==> src/rtl/arcade_input_cond_pkg.sv <==
// Shared bit map and coin FSM state type for the cabinet input conditioner.
package arcade_input_pkg;
  localparam int JOY_RIGHT  = 0;
  localparam int JOY_LEFT   = 1;
  localparam int JOY_DOWN   = 2;
  localparam int JOY_UP     = 3;
  localparam int JOY_FIRE   = 4;
  localparam int JOY_BOMB   = 5;
  localparam int JOY_START1 = 6;
  localparam int JOY_START2 = 7;
  localparam int JOY_COIN   = 8;
  localparam int NUM_IN     = 9;

  typedef enum logic [1:0] {
    C_IDLE = 2'd0,
    C_ON   = 2'd1,
    C_GAP  = 2'd2
  } coin_state_t;
endpackage

==> src/rtl/arcade_input_debounce.sv <==
// Per-bit tick-based debouncer: a raw bit must disagree for DEB_TICKS ticks to be accepted.
module input_debounce #(
  parameter int WIDTH     = 9,
  parameter int DEB_TICKS = 4
) (
  input  logic             clk_i,
  input  logic             rst_i,
  input  logic             tick_i,
  input  logic [WIDTH-1:0] raw_i,
  output logic [WIDTH-1:0] deb_o
);
  localparam int CW = (DEB_TICKS > 1) ? $clog2(DEB_TICKS) : 1;
  localparam logic [CW-1:0] CNT_LAST = CW'(DEB_TICKS - 1);

  logic [WIDTH-1:0]         deb_q, deb_d;
  logic [WIDTH-1:0][CW-1:0] cnt_q, cnt_d;

  always_comb begin
    deb_d = deb_q;
    cnt_d = cnt_q;
    if (tick_i) begin
      for (int i = 0; i < WIDTH; i++) begin
        if (raw_i[i] == deb_q[i]) begin
          cnt_d[i] = '0;
        end else if (cnt_q[i] == CNT_LAST) begin
          deb_d[i] = raw_i[i];
          cnt_d[i] = '0;
        end else begin
          cnt_d[i] = cnt_q[i] + 1'b1;
        end
      end
    end
  end

  always_ff @(posedge clk_i) begin
    if (rst_i) begin
      deb_q <= '0;
      cnt_q <= '0;
    end else begin
      deb_q <= deb_d;
      cnt_q <= cnt_d;
    end
  end

  assign deb_o = deb_q;
endmodule

==> src/rtl/arcade_input_cond.sv <==
// Cabinet input conditioner: debounce, opposing-direction cleanup and coin pulse shaping.
module arcade_input_cond
  import arcade_input_pkg::*;
#(
  parameter int TICK_DIV       = 18432,
  parameter int DEB_TICKS      = 4,
  parameter int COIN_ON_TICKS  = 100,
  parameter int COIN_OFF_TICKS = 100,
  parameter int COIN_QUEUE     = 3
) (
  input  logic        clk_sys_i,
  input  logic        reset_i,
  input  logic        pause_i,
  input  logic [15:0] joy_in_i,
  output logic        up_o,
  output logic        down_o,
  output logic        left_o,
  output logic        right_o,
  output logic        fire_o,
  output logic        bomb_o,
  output logic        start1_o,
  output logic        start2_o,
  output logic        coin_o,
  output logic        coin_busy_o,
  output logic [2:0]  coin_pending_o
);
  localparam int TCW  = (TICK_DIV > 1) ? $clog2(TICK_DIV) : 1;
  localparam int CMAX = (COIN_ON_TICKS > COIN_OFF_TICKS) ? COIN_ON_TICKS : COIN_OFF_TICKS;
  localparam int CCW  = $clog2(CMAX + 1);
  localparam logic [TCW-1:0] TICK_LAST = TCW'(TICK_DIV - 1);
  localparam logic [CCW-1:0] ON_LOAD   = CCW'(COIN_ON_TICKS);
  localparam logic [CCW-1:0] OFF_LOAD  = CCW'(COIN_OFF_TICKS);
  localparam logic [2:0]     QMAX      = 3'(COIN_QUEUE);

  logic [TCW-1:0]    tick_cnt_q, tick_cnt_d;
  logic              tick;
  logic [NUM_IN-1:0] deb;
  logic [7:0]        btn_q, btn_d;
  logic              coin_prev_q, coin_edge, deq;
  logic [2:0]        pend_q, pend_d;
  coin_state_t       state_q;
  logic [CCW-1:0]    ccnt_q;
  logic              coin_q, busy_q;
  logic              unused_joy;

  assign unused_joy = ^joy_in_i[15:NUM_IN];

  // Pause freezes the divider, so every downstream timer stalls with it.
  assign tick = ~pause_i & (tick_cnt_q == TICK_LAST);

  always_comb begin
    tick_cnt_d = tick_cnt_q;
    if (!pause_i) tick_cnt_d = (tick_cnt_q == TICK_LAST) ? '0 : tick_cnt_q + 1'b1;
  end

  input_debounce #(
    .WIDTH     (NUM_IN),
    .DEB_TICKS (DEB_TICKS)
  ) u_deb (
    .clk_i  (clk_sys_i),
    .rst_i  (reset_i),
    .tick_i (tick),
    .raw_i  (joy_in_i[NUM_IN-1:0]),
    .deb_o  (deb)
  );

  always_comb begin
    btn_d = '0;
    if (!pause_i)
      btn_d = {deb[JOY_UP]    & ~deb[JOY_DOWN],  deb[JOY_DOWN]  & ~deb[JOY_UP],
               deb[JOY_LEFT]  & ~deb[JOY_RIGHT], deb[JOY_RIGHT] & ~deb[JOY_LEFT],
               deb[JOY_FIRE], deb[JOY_BOMB], deb[JOY_START1], deb[JOY_START2]};
  end

  assign coin_edge = deb[JOY_COIN] & ~coin_prev_q;
  assign deq       = tick & (state_q == C_IDLE) & (pend_q != 3'd0);

  // An enqueue and dequeue in the same cycle cancel out, even at saturation.
  always_comb begin
    pend_d = pend_q;
    if (coin_edge && !deq && pend_q != QMAX) pend_d = pend_q + 3'd1;
    else if (deq && !coin_edge)              pend_d = pend_q - 3'd1;
  end

  always_ff @(posedge clk_sys_i) begin
    if (reset_i) begin
      tick_cnt_q  <= '0;
      btn_q       <= '0;
      coin_prev_q <= 1'b0;
      pend_q      <= '0;
    end else begin
      tick_cnt_q  <= tick_cnt_d;
      btn_q       <= btn_d;
      coin_prev_q <= deb[JOY_COIN];
      pend_q      <= pend_d;
    end
  end

  always_ff @(posedge clk_sys_i) begin
    if (reset_i) begin
      state_q <= C_IDLE;
      ccnt_q  <= '0;
      coin_q  <= 1'b0;
      busy_q  <= 1'b0;
    end else if (tick) begin
      case (state_q)
        C_IDLE: if (pend_q != 3'd0) begin
          state_q <= C_ON;
          ccnt_q  <= ON_LOAD;
          coin_q  <= 1'b1;
          busy_q  <= 1'b1;
        end
        C_ON: if (ccnt_q == CCW'(1)) begin
          state_q <= C_GAP;
          ccnt_q  <= OFF_LOAD;
          coin_q  <= 1'b0;
        end else begin
          ccnt_q <= ccnt_q - 1'b1;
        end
        C_GAP: if (ccnt_q == CCW'(1)) begin
          state_q <= C_IDLE;
          ccnt_q  <= '0;
          busy_q  <= 1'b0;
        end else begin
          ccnt_q <= ccnt_q - 1'b1;
        end
        default: begin
          state_q <= C_IDLE;
          ccnt_q  <= '0;
          coin_q  <= 1'b0;
          busy_q  <= 1'b0;
        end
      endcase
    end
  end

  assign {up_o, down_o, left_o, right_o, fire_o, bomb_o, start1_o, start2_o} = btn_q;
  assign coin_o         = coin_q;
  assign coin_busy_o    = busy_q;
  assign coin_pending_o = pend_q;
endmodule

==> config.mk <==
export PLATFORM = sky130hd
export DESIGN_NAME = arcade_input_cond
export DESIGN_NICKNAME = d
export VERILOG_FILES = /design/src/rtl/arcade_input_cond_pkg.sv /design/src/rtl/arcade_input_debounce.sv /design/src/rtl/arcade_input_cond.sv
export SDC_FILE = /design/constraint.sdc
export NUM_CORES = 1
export LEC_CHECK = 0
export CAP_MARGIN = 15
export CORE_MARGIN = 5
export CORE_UTILIZATION = 26
export DETAILED_ROUTE_END_ITERATION = 10
export SLEW_MARGIN = 20
export SYNTH_ARGS = -nofsm -noshare
export SYNTH_HDL_FRONTEND = slang
export SYNTH_SLANG_ARGS = --single-unit
==> constraint.sdc <==
create_clock -name clk_sys_i -period 3.36 [get_ports clk_sys_i]
set_input_delay 0.336 -clock clk_sys_i [delete_from_list [all_inputs] [get_ports clk_sys_i]]
set_output_delay 0.336 -clock clk_sys_i [all_outputs]
set_load 0.005 [all_outputs]
==> results of run 1 <==
-- worst max-delay path by stage --
stage                              endpoint  cells past startpoint           start
after CTS                         ccnt_q[4]                      7   tick_cnt_q[0]
after floorplan           coin_pending_o[2]                      8  tick_cnt_q[11]
after detailed placement          ccnt_q[4]                      7         pause_i
after global placement            ccnt_q[4]                      7         pause_i
final                             ccnt_q[4]                      7   tick_cnt_q[0]
after global routing              ccnt_q[4]                      7   tick_cnt_q[0]
-- cells by family after synthesis --
kind of cell,Yosys count,share of synthesized area (%)
AO/OA/AOI/OAI,62,11.3
XOR/XNOR,23,6.61
adder cells (fa/ha/maj),14,5.91
buffers and inverters,27,3.49
flip-flops,65,42.7
multiplexers,8,2.71
AND/OR/NAND/NOR,157,27.3
-- sequential cells by signal, summed over array words and instances, names as in the netlist --
signal          cells
btn_q               8
ccnt_q              7
coin_busy_o         1
coin_o              1
coin_pending_o      3
coin_prev_q         1
state_q             2
tick_cnt_q         15
u_deb.cnt_q        18
u_deb.deb_o         9
-- metal layers --
| layer | GRT usage (%) | wire length (µm) |
|---|---|---|
| met1 | 11.1 | 2860 |
| met2 | 15.4 | 3100 |
| met3 | 3.49 | 268 |
| met4 | 3.01 | 104 |
| met5 | 0 | 0 |
-- synthesized netlist by cell type (2+ instances only) --
master	n
sky130_fd_sc_hd__inv_1	10
sky130_fd_sc_hd__or2_2	2
sky130_fd_sc_hd__or3_1	2
sky130_fd_sc_hd__nand3_1	23
sky130_fd_sc_hd__buf_2	4
sky130_fd_sc_hd__and2_1	5
sky130_fd_sc_hd__or4b_2	3
sky130_fd_sc_hd__a21boi_0	2
sky130_fd_sc_hd__nor2_1	31
sky130_fd_sc_hd__a21o_1	2
sky130_fd_sc_hd__nor4b_1	5
sky130_fd_sc_hd__a211oi_1	2
sky130_fd_sc_hd__nor3_1	4
sky130_fd_sc_hd__or4_1	5
sky130_fd_sc_hd__xnor2_1	9
sky130_fd_sc_hd__mux2_2	2
sky130_fd_sc_hd__ha_1	12
sky130_fd_sc_hd__and3_1	2
sky130_fd_sc_hd__o21ai_0	13
sky130_fd_sc_hd__nor4_1	2
sky130_fd_sc_hd__nand2_1	44
sky130_fd_sc_hd__mux2i_1	6
sky130_fd_sc_hd__or4b_1	2
sky130_fd_sc_hd__nand4_1	6
sky130_fd_sc_hd__nand2b_1	4
sky130_fd_sc_hd__clkbuf_1	11
sky130_fd_sc_hd__xor2_1	14
sky130_fd_sc_hd__nor2b_1	10
sky130_fd_sc_hd__buf_1	2
sky130_fd_sc_hd__a31oi_1	2
sky130_fd_sc_hd__dfxtp_1	65
sky130_fd_sc_hd__a21oi_1	36
-- power by group --
group / switching (µW) / total (µW) / internal [µW]
sequential: 1.95 / 776 / 774
clock: 317 / 950 / 633
combinational: 24.8 / 44.7 / 19.9
-- tightest hold or removal path, cell delays in order (launching register included) --
cell and delay (ns):
sky130_fd_sc_hd__dfxtp_1 0.31, sky130_fd_sc_hd__nand2_1 0.05, sky130_fd_sc_hd__a21oi_1 0.05
-- stage by stage --
step / std cells / worst slack (ns)
after global placement: 511 / 0.490
after CTS: 527 / 0.666
after detailed placement: 511 / 0.464
after floorplan: 356 / 1.02
after global routing: 527 / 0.447
final: 527 / 0.671
-- layout make-up --
cell class,instances,area (µm²)
fillers,1176,7730
multi-input cells,264,1640
flip-flops and latches,65,1300
clock buffers,14,274
repair buffers,29,273
well taps,143,179
inverters,10,37.5
clock inverters,2,35.0
==> impl_results.rst, run 1 <==
.. list-table::
   :header-rows: 1

   * - Metric
     - Value
   * - Overall power consumption
     - 1770 µW
   * - Critical register-to-register path endpoint
     - ccnt_q[4]
   * - Gate Count Post-Synth
     - 356
   * - H-tree levels
     - 3
   * - Number of top-level pins
     - 32
   * - Critical path class
     - register to register
   * - Biggest area contributors in the synthesized netlist
     - sky130_fd_sc_hd__dfxtp_1 (43%), sky130_fd_sc_hd__a21oi_1 (5.9%), sky130_fd_sc_hd__nand2_1 (5.4%), sky130_fd_sc_hd__ha_1 (4.9%), sky130_fd_sc_hd__xor2_1 (4.0%)
   * - Final #Nets
     - 411
   * - Residual DRC count
     - 0
   * - Sink of the worst hold path
     - u_deb.cnt_q[3]
   * - Number of flops mapped to enable cells by yosys
     - 0
   * - Setup TNS after final layout
     - 0 ns
   * - Minimum clock period
     - 2.69 ns
   * - Maximum ir drop on the vdd rail
     - 0.000302 V
   * - Via total after detailed routing
     - 2,499
   * - Die Height
     - 118 µm
   * - Power density over the cells
     - 473 mW/mm²
   * - Number of synthesized register bits
     - 65
   * - Top delay family on crit path
     - simple AND/OR/NAND/NOR gates
   * - Global-route wire length before repair
     - 10,900 µm
   * - Number of core rows
     - 39
   * - Count of routing violations after the opening detailed-route iteration
     - 82
   * - Largest area contributor in the netlist
     - sky130_fd_sc_hd__dfxtp_1
   * - Data arrival time of the critical path
     - 2.95 ns
   * - Most frequent standard cell in the layout excluding fill and tap cells
     - sky130_fd_sc_hd__dfxtp_1
   * - Top library cells by usage in the layout, fill and taps aside
     - sky130_fd_sc_hd__dfxtp_1 (65), sky130_fd_sc_hd__nand2_1 (44), sky130_fd_sc_hd__a21oi_1 (36)
   * - Util after Layout
     - 32.6%
   * - Ordered cell list for the critical path
     - ha_1, nand4b_1, nor4_4, buf_4, nand2_2, or4b_1, a21oi_1
   * - Synthesized area divided by synthesized cell count
     - 8.56 µm²
   * - Floorplan Core Area
     - 0.0115 mm²
   * - Area enclosed by the die boundary
     - 0.0140 mm²
   * - Worst slew pin tran
     - 0.592 ns
   * - Via count of the first global-routing pass
     - 2,429
   * - Final RePlAce weighted congestion
     - 0.786
   * - Worst slew margin
     - 60.6%
   * - Drt wl/cell
     - 12.0 µm
   * - CTS tree
     - yes
   * - Buffer cell driving the clock tree root
     - sky130_fd_sc_hd__clkbuf_16
   * - Port Buffer Count
     - 24
   * - Leftover overflow at the end of global routing
     - 0
   * - Unrepaired setup endpoints after global routing
     - no
   * - Per-cell via count in the routed design
     - 4.74
   * - Starting utilization of the core area
     - 26.6%
   * - Start of the worst register-to-register path
     - tick_cnt_q[0]
   * - Endpoint class of the critical path
     - register
   * - Count of inserted antenna diode cells
     - 0
   * - Area growth from synthesis to layout
     - 22.7%
   * - Status
     - finished, final reports clean
   * - Endpoints failing hold
     - 0
   * - Cells resized by post-CTS repair
     - 0
   * - Clock slew at reported path FFs
     - 0.05 ns
   * - Skew final
     - 0.00588 ns
   * - Crit path max fanout
     - 39
   * - Number of different library cells in the post-synthesis netlist
     - 46
   * - First-pass iteration count of the detailed router
     - 4
   * - Post-Syn Nets
     - 388
   * - Cell Area, Synth
     - 0.00305 mm²
   * - Worst hold path startpoint
     - u_deb.cnt_q[3]
   * - Die width
     - 118 µm
   * - Leakage Power
     - 0.00132 µW
   * - Fraction of registers with async set/reset
     - 0%
   * - R2r setup slk
     - 0.67 ns
   * - Final Hold Slack
     - 0.456 ns
   * - Fmax
     - 0.372 GHz
   * - Setup fix buffers added after clock tree synthesis
     - 0
   * - Total length of routed wires
     - 6340 µm
   * - Clock insertion delay at the later pin of the skew report
     - 0.33 ns
   * - Worst path bufs/invs
     - 1
   * - Number of warning messages in the yosys log
     - 0
   * - Largest net degree at the start of global routing
     - 40
   * - Fraction of post-synthesis cell area in the top cell type by area
     - 42.7%
   * - Total routing usage reported by global routing
     - 9.30%
   * - R2r worst-path depth
     - 7
   * - Number of sinks on the clock net
     - 65
   * - Fraction of layout instances using a drive strength above 1
     - 7.81%
   * - Final cell area excluding filler cells
     - 0.00374 mm²
   * - Crit path largest cell delay
     - 0.53 ns
   * - Required time of the worst setup path
     - 3.62 ns
   * - Max-slew violations
     - 0
   * - Final number of setup-violating endpoints
     - 0
   * - Number of antenna violations at the first check in global routing
     - 0
   * - Top flip-flop cell by instance count after synthesis
     - sky130_fd_sc_hd__dfxtp_1
   * - Kind of start point of the critical path
     - register
   * - Register area share after synthesis
     - 42.7%
   * - Placed standard-cell area
     - 0.00343 mm²
   * - CTS Hold Bufs
     - 0
   * - Maximum count of clock buffers along a single path
     - 2
   * - Max stage delay cell, worst path
     - sky130_fd_sc_hd__or4b_1
   * - Final Cycle Share
     - 80.0%
   * - Routed Antenna Nets
     - 0
   * - Clock buffer count from CTS
     - 9
   * - Kind of path behind the tightest hold check
     - register to register
   * - Estimated wirelength of the detail-placed design
     - 4350 µm
   * - Max-cap viol count
     - 0
   * - Hold depth
     - 2
Note: power is estimated with default switching activity, not from simulation.
==> run 2, diff against run 1 <==
==> constraint.sdc (replaced) <==
create_clock -name clk_sys_i -period 2.2 [get_ports clk_sys_i]
set_input_delay 0.22 -clock clk_sys_i [delete_from_list [all_inputs] [get_ports clk_sys_i]]
set_output_delay 0.22 -clock clk_sys_i [all_outputs]
set_load 0.005 [all_outputs]
==> run 2 against run 1 <==
Effect of this change:
- the run now ends with setup timing left
- critical path depth rose by 1
- count of clock-buffer cells in the layout fell by 5
- combinational power rose by 76%
==> impl_results.rst, run 2 (synthesis gave the netlist of run 1 again) <==
.. list-table::
   :header-rows: 1

   * - Metric
     - Value
   * - Status
     - complete, but fails checks (was finished, final reports clean)
   * - Failing checks
     - setup timing
   * - Fill count
     - 1,156 (was 1,176)
   * - Top library cells by usage in the layout, fill and taps aside
     - sky130_fd_sc_hd__dfxtp_1 (63), sky130_fd_sc_hd__nand2_1 (44), sky130_fd_sc_hd__buf_4 (41) (was sky130_fd_sc_hd__dfxtp_1 (65), sky130_fd_sc_hd__nand2_1 (44), sky130_fd_sc_hd__a21oi_1 (36))
   * - Leakage Power
     - 0.00158 µW (was 0.00132 µW)
   * - Residual DRC count
     - 0 (unchanged)
   * - Crit path largest cell delay
     - 0.59 ns (was 0.53 ns)
   * - Minimum clock period
     - 2.24 ns (was 2.69 ns)
   * - Kind of path behind the tightest hold check
     - input pin to register (was register to register)
   * - Required time of the worst setup path
     - 2.41 ns (was 3.62 ns)
   * - Fraction of layout instances using a drive strength above 1
     - 22.0% (was 7.81%)
   * - Fmax
     - 0.447 GHz (was 0.372 GHz)
   * - Maximum ir drop on the vdd rail
     - 0.000319 V (was 0.000302 V)
   * - Final #Nets
     - 454 (was 411)
   * - Data arrival time of the critical path
     - 2.45 ns (was 2.95 ns)
   * - Estimated wirelength of the detail-placed design
     - 4710 µm (was 4350 µm)
   * - Worst slew pin tran
     - 0.532 ns (was 0.592 ns)
   * - Final Hold Slack
     - 0.369 ns (was 0.456 ns)
   * - Worst path setup slack after routing
     - -0.0395 ns (was 0.671 ns)
   * - Final number of setup-violating endpoints
     - 1 (was 0)
   * - Max stage delay cell, worst path
     - sky130_fd_sc_hd__or4b_4 (was sky130_fd_sc_hd__or4b_1)
   * - Count of routing violations after the opening detailed-route iteration
     - 139 (was 82)
   * - Largest net degree at the start of global routing
     - 29 (was 40)
   * - R2r setup slk
     - -0.04 ns (was 0.67 ns)
   * - Ordered cell list for the critical path
     - or4b_4, nor4_4, a21oi_2, inv_1, fa_2, and4b_1, a21oi_2, mux2_4 (was ha_1, nand4b_1, nor4_4, buf_4, nand2_2, or4b_1, a21oi_1)
   * - Per-cell via count in the routed design
     - 4.71 (was 4.74)
   * - Number of flip-flops under the largest register name
     - 18 (unchanged)
   * - Final RePlAce weighted congestion
     - 0.769 (was 0.786)
   * - Global-route wire length before repair
     - 11,500 µm (was 10,900 µm)
   * - Buffer cell driving the clock tree root
     - sky130_fd_sc_hd__clkbuf_16 (unchanged)
   * - Via total after detailed routing
     - 2,687 (was 2,499)
   * - Skew final
     - 0.00760 ns (was 0.00588 ns)
   * - Worst hold path startpoint
     - reset_i (was u_deb.cnt_q[3])
   * - Worst path bufs/invs
     - 1 (unchanged)
   * - Number of top-level pins
     - 32 (unchanged)
   * - Unrepaired setup endpoints after global routing
     - yes (was no)
   * - First-pass iteration count of the detailed router
     - 4 (unchanged)
   * - Start of the worst register-to-register path
     - tick_cnt_q[13] (was tick_cnt_q[0])
   * - Number of sinks on the clock net
     - 65 (unchanged)
   * - Worst slew margin
     - 64.2% (was 60.6%)
   * - Starting utilization of the core area
     - 26.6% (unchanged)
   * - Area enclosed by the die boundary
     - 0.0140 mm² (unchanged)
   * - Die Height
     - 118 µm (unchanged)
   * - Top reg by flops
     - u_deb.cnt_q (unchanged)
   * - Floorplan Core Area
     - 0.0115 mm² (unchanged)
   * - Setup WS pre-CTS
     - -0.264 ns (was 0.464 ns)
   * - Most frequent CP cell
     - sky130_fd_sc_hd__a21oi_2
   * - R2r worst-path depth
     - 8 (was 7)
   * - Critical path class
     - register to register (unchanged)
   * - Leftover overflow at the end of global routing
     - 0 (unchanged)
   * - Final Cycle Share
     - 102% (was 80.0%)
   * - Total routing usage reported by global routing
     - 9.58% (was 9.30%)
   * - CTS tree
     - yes (unchanged)
   * - Max-cap viol count
     - 0 (unchanged)
   * - Port Buffer Count
     - 24 (unchanged)
   * - Critical register-to-register path endpoint
     - coin_pending_o[2] (was ccnt_q[4])
   * - Drt wl/cell
     - 12.5 µm (was 12.0 µm)
   * - Kind of start point of the critical path
     - register (unchanged)
   * - Maximum count of clock buffers along a single path
     - 2 (unchanged)
   * - Via count of the first global-routing pass
     - 2,572 (was 2,429)
   * - Most frequent standard cell in the layout excluding fill and tap cells
     - sky130_fd_sc_hd__dfxtp_1 (unchanged)
   * - CTS Hold Bufs
     - 0 (unchanged)
   * - Endpoint class of the critical path
     - register (unchanged)
   * - Count of inserted antenna diode cells
     - 0 (unchanged)
   * - Total length of routed wires
     - 7130 µm (was 6340 µm)
   * - Number of antenna violations at the first check in global routing
     - 0 (unchanged)
   * - Hold depth
     - 2 (unchanged)
   * - Number of core rows
     - 39 (unchanged)
   * - H-tree levels
     - 3 (unchanged)
   * - Clock insertion delay at the later pin of the skew report
     - 0.32 ns (was 0.33 ns)
   * - Routed Antenna Nets
     - 0 (unchanged)
   * - Area growth from synthesis to layout
     - 39.3% (was 22.7%)
   * - Endpoints failing hold
     - 0 (unchanged)
   * - Die width
     - 118 µm (unchanged)
   * - Top delay family on crit path
     - simple AND/OR/NAND/NOR gates (unchanged)
   * - Clock slew at reported path FFs
     - 0.06 ns (was 0.05 ns)
   * - Sink of the worst hold path
     - tick_cnt_q[2] (was u_deb.cnt_q[3])
   * - Crit path max fanout
     - 3 (was 39)
   * - Max-slew violations
     - 0 (unchanged)
   * - Clock buffer count from CTS
     - 9 (unchanged)
   * - Power density over the cells
     - 680 mW/mm² (was 473 mW/mm²)
-- run 2: stage by stage --
step                power, µW  cell area (µm²)  utilization [%]  setup TNS (ns)  std cells
floorplan                1250             3070                -               0        356
global placement         1290             3630             31.7           -3.53        535
detailed placement       1290             3630             31.7           -4.32        535
CTS                      2920             4000             34.8         -0.0505        553
global route             2970             4250             37.0          -0.191        570
finish                   2890             4250             37.0         -0.0395        570
-- run 2: how the worst max path moves through the flow --
stage	to	startpoint	cells past startpoint
detailed placement	coin_pending_o[2]	pause_i	9
global placement	coin_pending_o[2]	pause_i	9
finish	coin_pending_o[2]	tick_cnt_q[13]	8
global route	coin_pending_o[2]	tick_cnt_q[0]	9
CTS	coin_pending_o[2]	tick_cnt_q[13]	8
floorplan	coin_pending_o[2]	tick_cnt_q[1]	9
-- run 2: what timing repair did --
| action | 4_1_cts | 5_1_grt |
|---|---|---|
| pin swaps | 0 | 13 |
| gates cloned | 0 | 3 |
| resized for setup | 2 | 24 |
| setup endpoints to repair | 8 | 25 |
| buffers inserted | 2 | 14 |
-- run 2: power breakdown --
| group | switching [µW] | total, µW | internal, µW |
|---|---|---|---|
| logic | 42.6 | 78.6 | 36.0 |
| clock network | 520 | 1630 | 1110 |
| registers | 2.53 | 1180 | 1180 |
-- run 2: area by class of cell --
type | count | area (µm²) | area share [%]
clock buffer | 9 | 225 | 5.30
tap | 143 | 179 | 4.21
inverter | 10 | 37.5 | 0.884
timing repair buffer | 72 | 651 | 15.3
clock inverter | 7 | 119 | 2.80
multi-input combinational | 264 | 1730 | 40.8
sequential | 65 | 1300 | 30.7
-- run 2: worst reg2reg max path, stage by stage (launching register included) --
cell and delay, ns:
sky130_fd_sc_hd__dfxtp_1 0.31, sky130_fd_sc_hd__or4b_4 0.59, sky130_fd_sc_hd__nor4_4 0.22, sky130_fd_sc_hd__a21oi_2 0.10
sky130_fd_sc_hd__inv_1 0.08, sky130_fd_sc_hd__fa_2 0.20, sky130_fd_sc_hd__and4b_1 0.20, sky130_fd_sc_hd__a21oi_2 0.13
sky130_fd_sc_hd__mux2_4 0.31
-- run 2: layer usage --
metal / part of all wire (%) / track usage (%) / vias to the layer above
li1: - / - / 1374
met2: 47 / 15.9 / 43
met5: 0 / 0 / -
met4: 0.91 / 2.37 / 0
met1: 47 / 11.8 / 1262
met3: 4.8 / 3.49 / 8
==> run 3, diff against run 2 <==
--- a/config.mk
+++ b/config.mk
@@ -6,7 +6,7 @@
 export NUM_CORES = 1
 export LEC_CHECK = 0
 export CAP_MARGIN = 15
-export CORE_MARGIN = 5
+export CORE_MARGIN = 3
 export CORE_UTILIZATION = 26
 export DETAILED_ROUTE_END_ITERATION = 10
 export SLEW_MARGIN = 20
==> run 3 against run 2 <==
Effect of this change:
- clock power is 20% lower
- the run still ends with setup timing left
- largest cell class unchanged
- highest routed layer unchanged
- power shrank 11%
- routed wire length shrank 4.2%
- hold slack worse by 0.092 ns
- register-to-register slack barely moved
- cell area down 6.9%
- first-iteration DRC count decreased by 43%
- global-route usage increased by 1.4 points
==> impl_results.rst, run 3 (synthesis gave the netlist of run 1 again) <==
.. list-table::
   :header-rows: 1

   * - Metric
     - Value
   * - Status
     - complete, but fails checks (unchanged)
   * - Failing checks
     - setup timing (unchanged)
   * - Setup crit start
     - tick_cnt_q[13] (unchanged)
   * - Ordered cell list for the critical path
     - or4b_4, nor4_4, a21oi_2, inv_1, fa_2, and4b_1, a21oi_2, mux2_4 (unchanged)
   * - Via total after detailed routing
     - 2,624 (was 2,687)
   * - Top reg by flops
     - u_deb.cnt_q (unchanged)
   * - Kind of path behind the tightest hold check
     - input pin to register (unchanged)
   * - Routed Antenna Nets
     - 0 (unchanged)
   * - Minimum clock period
     - 2.25 ns (was 2.24 ns)
   * - Floorplan Core Area
     - 0.0111 mm² (was 0.0115 mm²)
   * - Util after Layout
     - 35.5% (was 37.0%)
   * - Via count of the first global-routing pass
     - 2,571 (was 2,572)
   * - H-tree levels
     - 3 (unchanged)
   * - Per-cell via count in the routed design
     - 4.79 (was 4.71)
   * - Most frequent standard cell in the layout excluding fill and tap cells
     - sky130_fd_sc_hd__dfxtp_1 (unchanged)
   * - Total length of routed wires
     - 6830 µm (was 7130 µm)
   * - Buffer cell driving the clock tree root
     - sky130_fd_sc_hd__clkbuf_16 (unchanged)
   * - Max-cap viol count
     - 0 (unchanged)
   * - Kind of start point of the critical path
     - register (unchanged)
   * - Critical path class
     - register to register (unchanged)
   * - Top library cells by usage in the layout, fill and taps aside
     - sky130_fd_sc_hd__dfxtp_1 (62), sky130_fd_sc_hd__nand2_1 (44), sky130_fd_sc_hd__a21oi_1 (34) (was sky130_fd_sc_hd__dfxtp_1 (63), sky130_fd_sc_hd__nand2_1 (44), sky130_fd_sc_hd__buf_4 (41))
   * - Final Cycle Share
     - 102% (about the same)
   * - Count of routing violations after the opening detailed-route iteration
     - 79 (was 139)
   * - Fmax
     - 0.444 GHz (was 0.447 GHz)
   * - Power density over the cells
     - 649 mW/mm² (was 680 mW/mm²)
   * - Most frequent CP cell
     - sky130_fd_sc_hd__a21oi_2 (unchanged)
   * - Worst hold path startpoint
     - reset_i (unchanged)
   * - Worst slew pin tran
     - 0.530 ns (was 0.532 ns)
   * - Area growth from synthesis to layout
     - 29.8% (was 39.3%)
   * - Crit path largest cell delay
     - 0.57 ns (was 0.59 ns)
   * - Maximum ir drop on the vdd rail
     - 0.000396 V (was 0.000319 V)
   * - Maximum count of clock buffers along a single path
     - 2 (unchanged)
   * - First-pass iteration count of the detailed router
     - 4 (unchanged)
   * - CTS tree
     - yes (unchanged)
   * - Clock buffer count from CTS
     - 9 (unchanged)
   * - Leftover overflow at the end of global routing
     - 0 (unchanged)
   * - Final RePlAce weighted congestion
     - 0.799 (was 0.769)
   * - Final number of setup-violating endpoints
     - 1 (unchanged)
   * - Clock slew at reported path FFs
     - 0.05 ns (was 0.06 ns)
   * - Setup WS pre-CTS
     - -0.208 ns (was -0.264 ns)
   * - Start of the worst register-to-register path
     - tick_cnt_q[13] (unchanged)
   * - Fraction of layout instances using a drive strength above 1
     - 15.9% (was 22.0%)
   * - Unrepaired setup endpoints after global routing
     - yes (unchanged)
   * - Residual DRC count
     - 0 (unchanged)
   * - Data arrival time of the critical path
     - 2.47 ns (was 2.45 ns)
   * - Number of core rows
     - 38 (was 39)
   * - CTS Hold Bufs
     - 0 (unchanged)
   * - Starting utilization of the core area
     - 27.4% (was 26.6%)
   * - Die width
     - 114 µm (was 118 µm)
   * - Final #Nets
     - 436 (was 454)
   * - Worst path setup slack after routing
     - -0.0541 ns (was -0.0395 ns)
   * - Number of top-level pins
     - 32 (unchanged)
   * - Leakage Power
     - 0.00145 µW (was 0.00158 µW)
   * - Final standard cell count with taps included and fillers excluded
     - 548 (was 570)
   * - Number of antenna violations at the first check in global routing
     - 0 (unchanged)
   * - Skew final
     - 0.00818 ns (was 0.00760 ns)
   * - Placed standard-cell area
     - 0.00365 mm² (was 0.00363 mm²)
   * - Overall power consumption
     - 2570 µW (was 2890 µW)
   * - Number of flip-flops under the largest register name
     - 18 (unchanged)
   * - Global-route wire length before repair
     - 11,700 µm (was 11,500 µm)
   * - Max-slew violations
     - 0 (unchanged)
   * - Total routing usage reported by global routing
     - 11.0% (was 9.58%)
   * - Drt wl/cell
     - 12.5 µm (about the same)
   * - Count of inserted antenna diode cells
     - 0 (unchanged)
   * - Largest net degree at the start of global routing
     - 22 (was 29)
   * - Max stage delay cell, worst path
     - sky130_fd_sc_hd__or4b_4 (unchanged)
   * - Clock insertion delay at the later pin of the skew report
     - 0.33 ns (was 0.32 ns)
   * - Final cell area excluding filler cells
     - 0.00396 mm² (was 0.00425 mm²)
   * - Worst slew margin
     - 64.3% (was 64.2%)
   * - Required time of the worst setup path
     - 2.41 ns (about the same)
   * - Endpoint class of the critical path
     - register (unchanged)
   * - Crit path max fanout
     - 3 (unchanged)
   * - Area enclosed by the die boundary
     - 0.0131 mm² (was 0.0140 mm²)
   * - Die Height
     - 114 µm (was 118 µm)
   * - Cell total after placement
     - 532 (was 535)
   * - Endpoints failing hold
     - 0 (unchanged)
   * - Number of sinks on the clock net
     - 65 (unchanged)
   * - Port Buffer Count
     - 24 (unchanged)
   * - Estimated wirelength of the detail-placed design
     - 4860 µm (was 4710 µm)
==> run 3: cell types whose count changed in the layout (fill, tap and decap cells not counted), sizes merged <==
cell      change
clkbuf        -1
bufinv        -3
buf          -16
clkinv        +3
clkinvlp      -2
==> run 3: through the flow <==
stage	hold WS [ns]	TNS, ns
after global placement	0.442	-2.87
after CTS	0.279	-0.220
after global routing	0.301	-0.855
after detailed placement	0.452	-3.88
after floorplan	0.372	0
final	0.277	-0.0541
==> run 3: power breakdown <==
| part | switching (µW) | leakage, µW | total, µW | internal (µW) |
|---|---|---|---|---|
| Sequential | 2.59 | 0.000525 | 1180 | 1180 |
| Combinational | 41.6 | 0.000786 | 77.3 | 35.8 |
| Clock | 523 | 0.000138 | 1310 | 783 |
==> run 3: worst max-delay path: cells and delay by family, from the launching register on <==
family,cells,cell delay [ns]
and+or+nand+nor,3,1.00
DFF,1,0.32
muxes,1,0.31
AOI/OAI and AO/OA,2,0.23
adders and majority gates,1,0.20
buffers and inverters,1,0.08
==> run 3: what timing repair did <==
item	in CTS	in global routing
gates cloned	0	0
endpoints found under the setup margin	9	21
pin swaps	0	0
resized for setup	0	7
setup buffers	0	1
==> run 3: area by class of cell <==
type | count | area (µm²)
sequential | 65 | 1310
clock inverter | 5 | 32.5
inverter | 10 | 37.5
multi-input combinational | 264 | 1680
clock buffer | 10 | 239
fill | 1159 | 7170
tap | 140 | 175
timing repair buffer | 54 | 489
==> run 3: path summary, 6_finish.rpt <==
path | endpoint | slack, ns | cells after the start
hold reg to reg | u_deb.cnt_q[7] | 0.46 | 2
setup reg to reg | coin_pending_o[2] | -0.05 | 8
setup / recovery | coin_pending_o[2] | -0.05 | 8
hold / removal | ccnt_q[3] | 0.28 | 2
==> run 3: layer usage <==
metal	global-route usage, %	part of all wire, %
met5	0	0
met1	13.5	47
met2	18.7	49
met3	2.59	2.5
met4	4.51	1.1
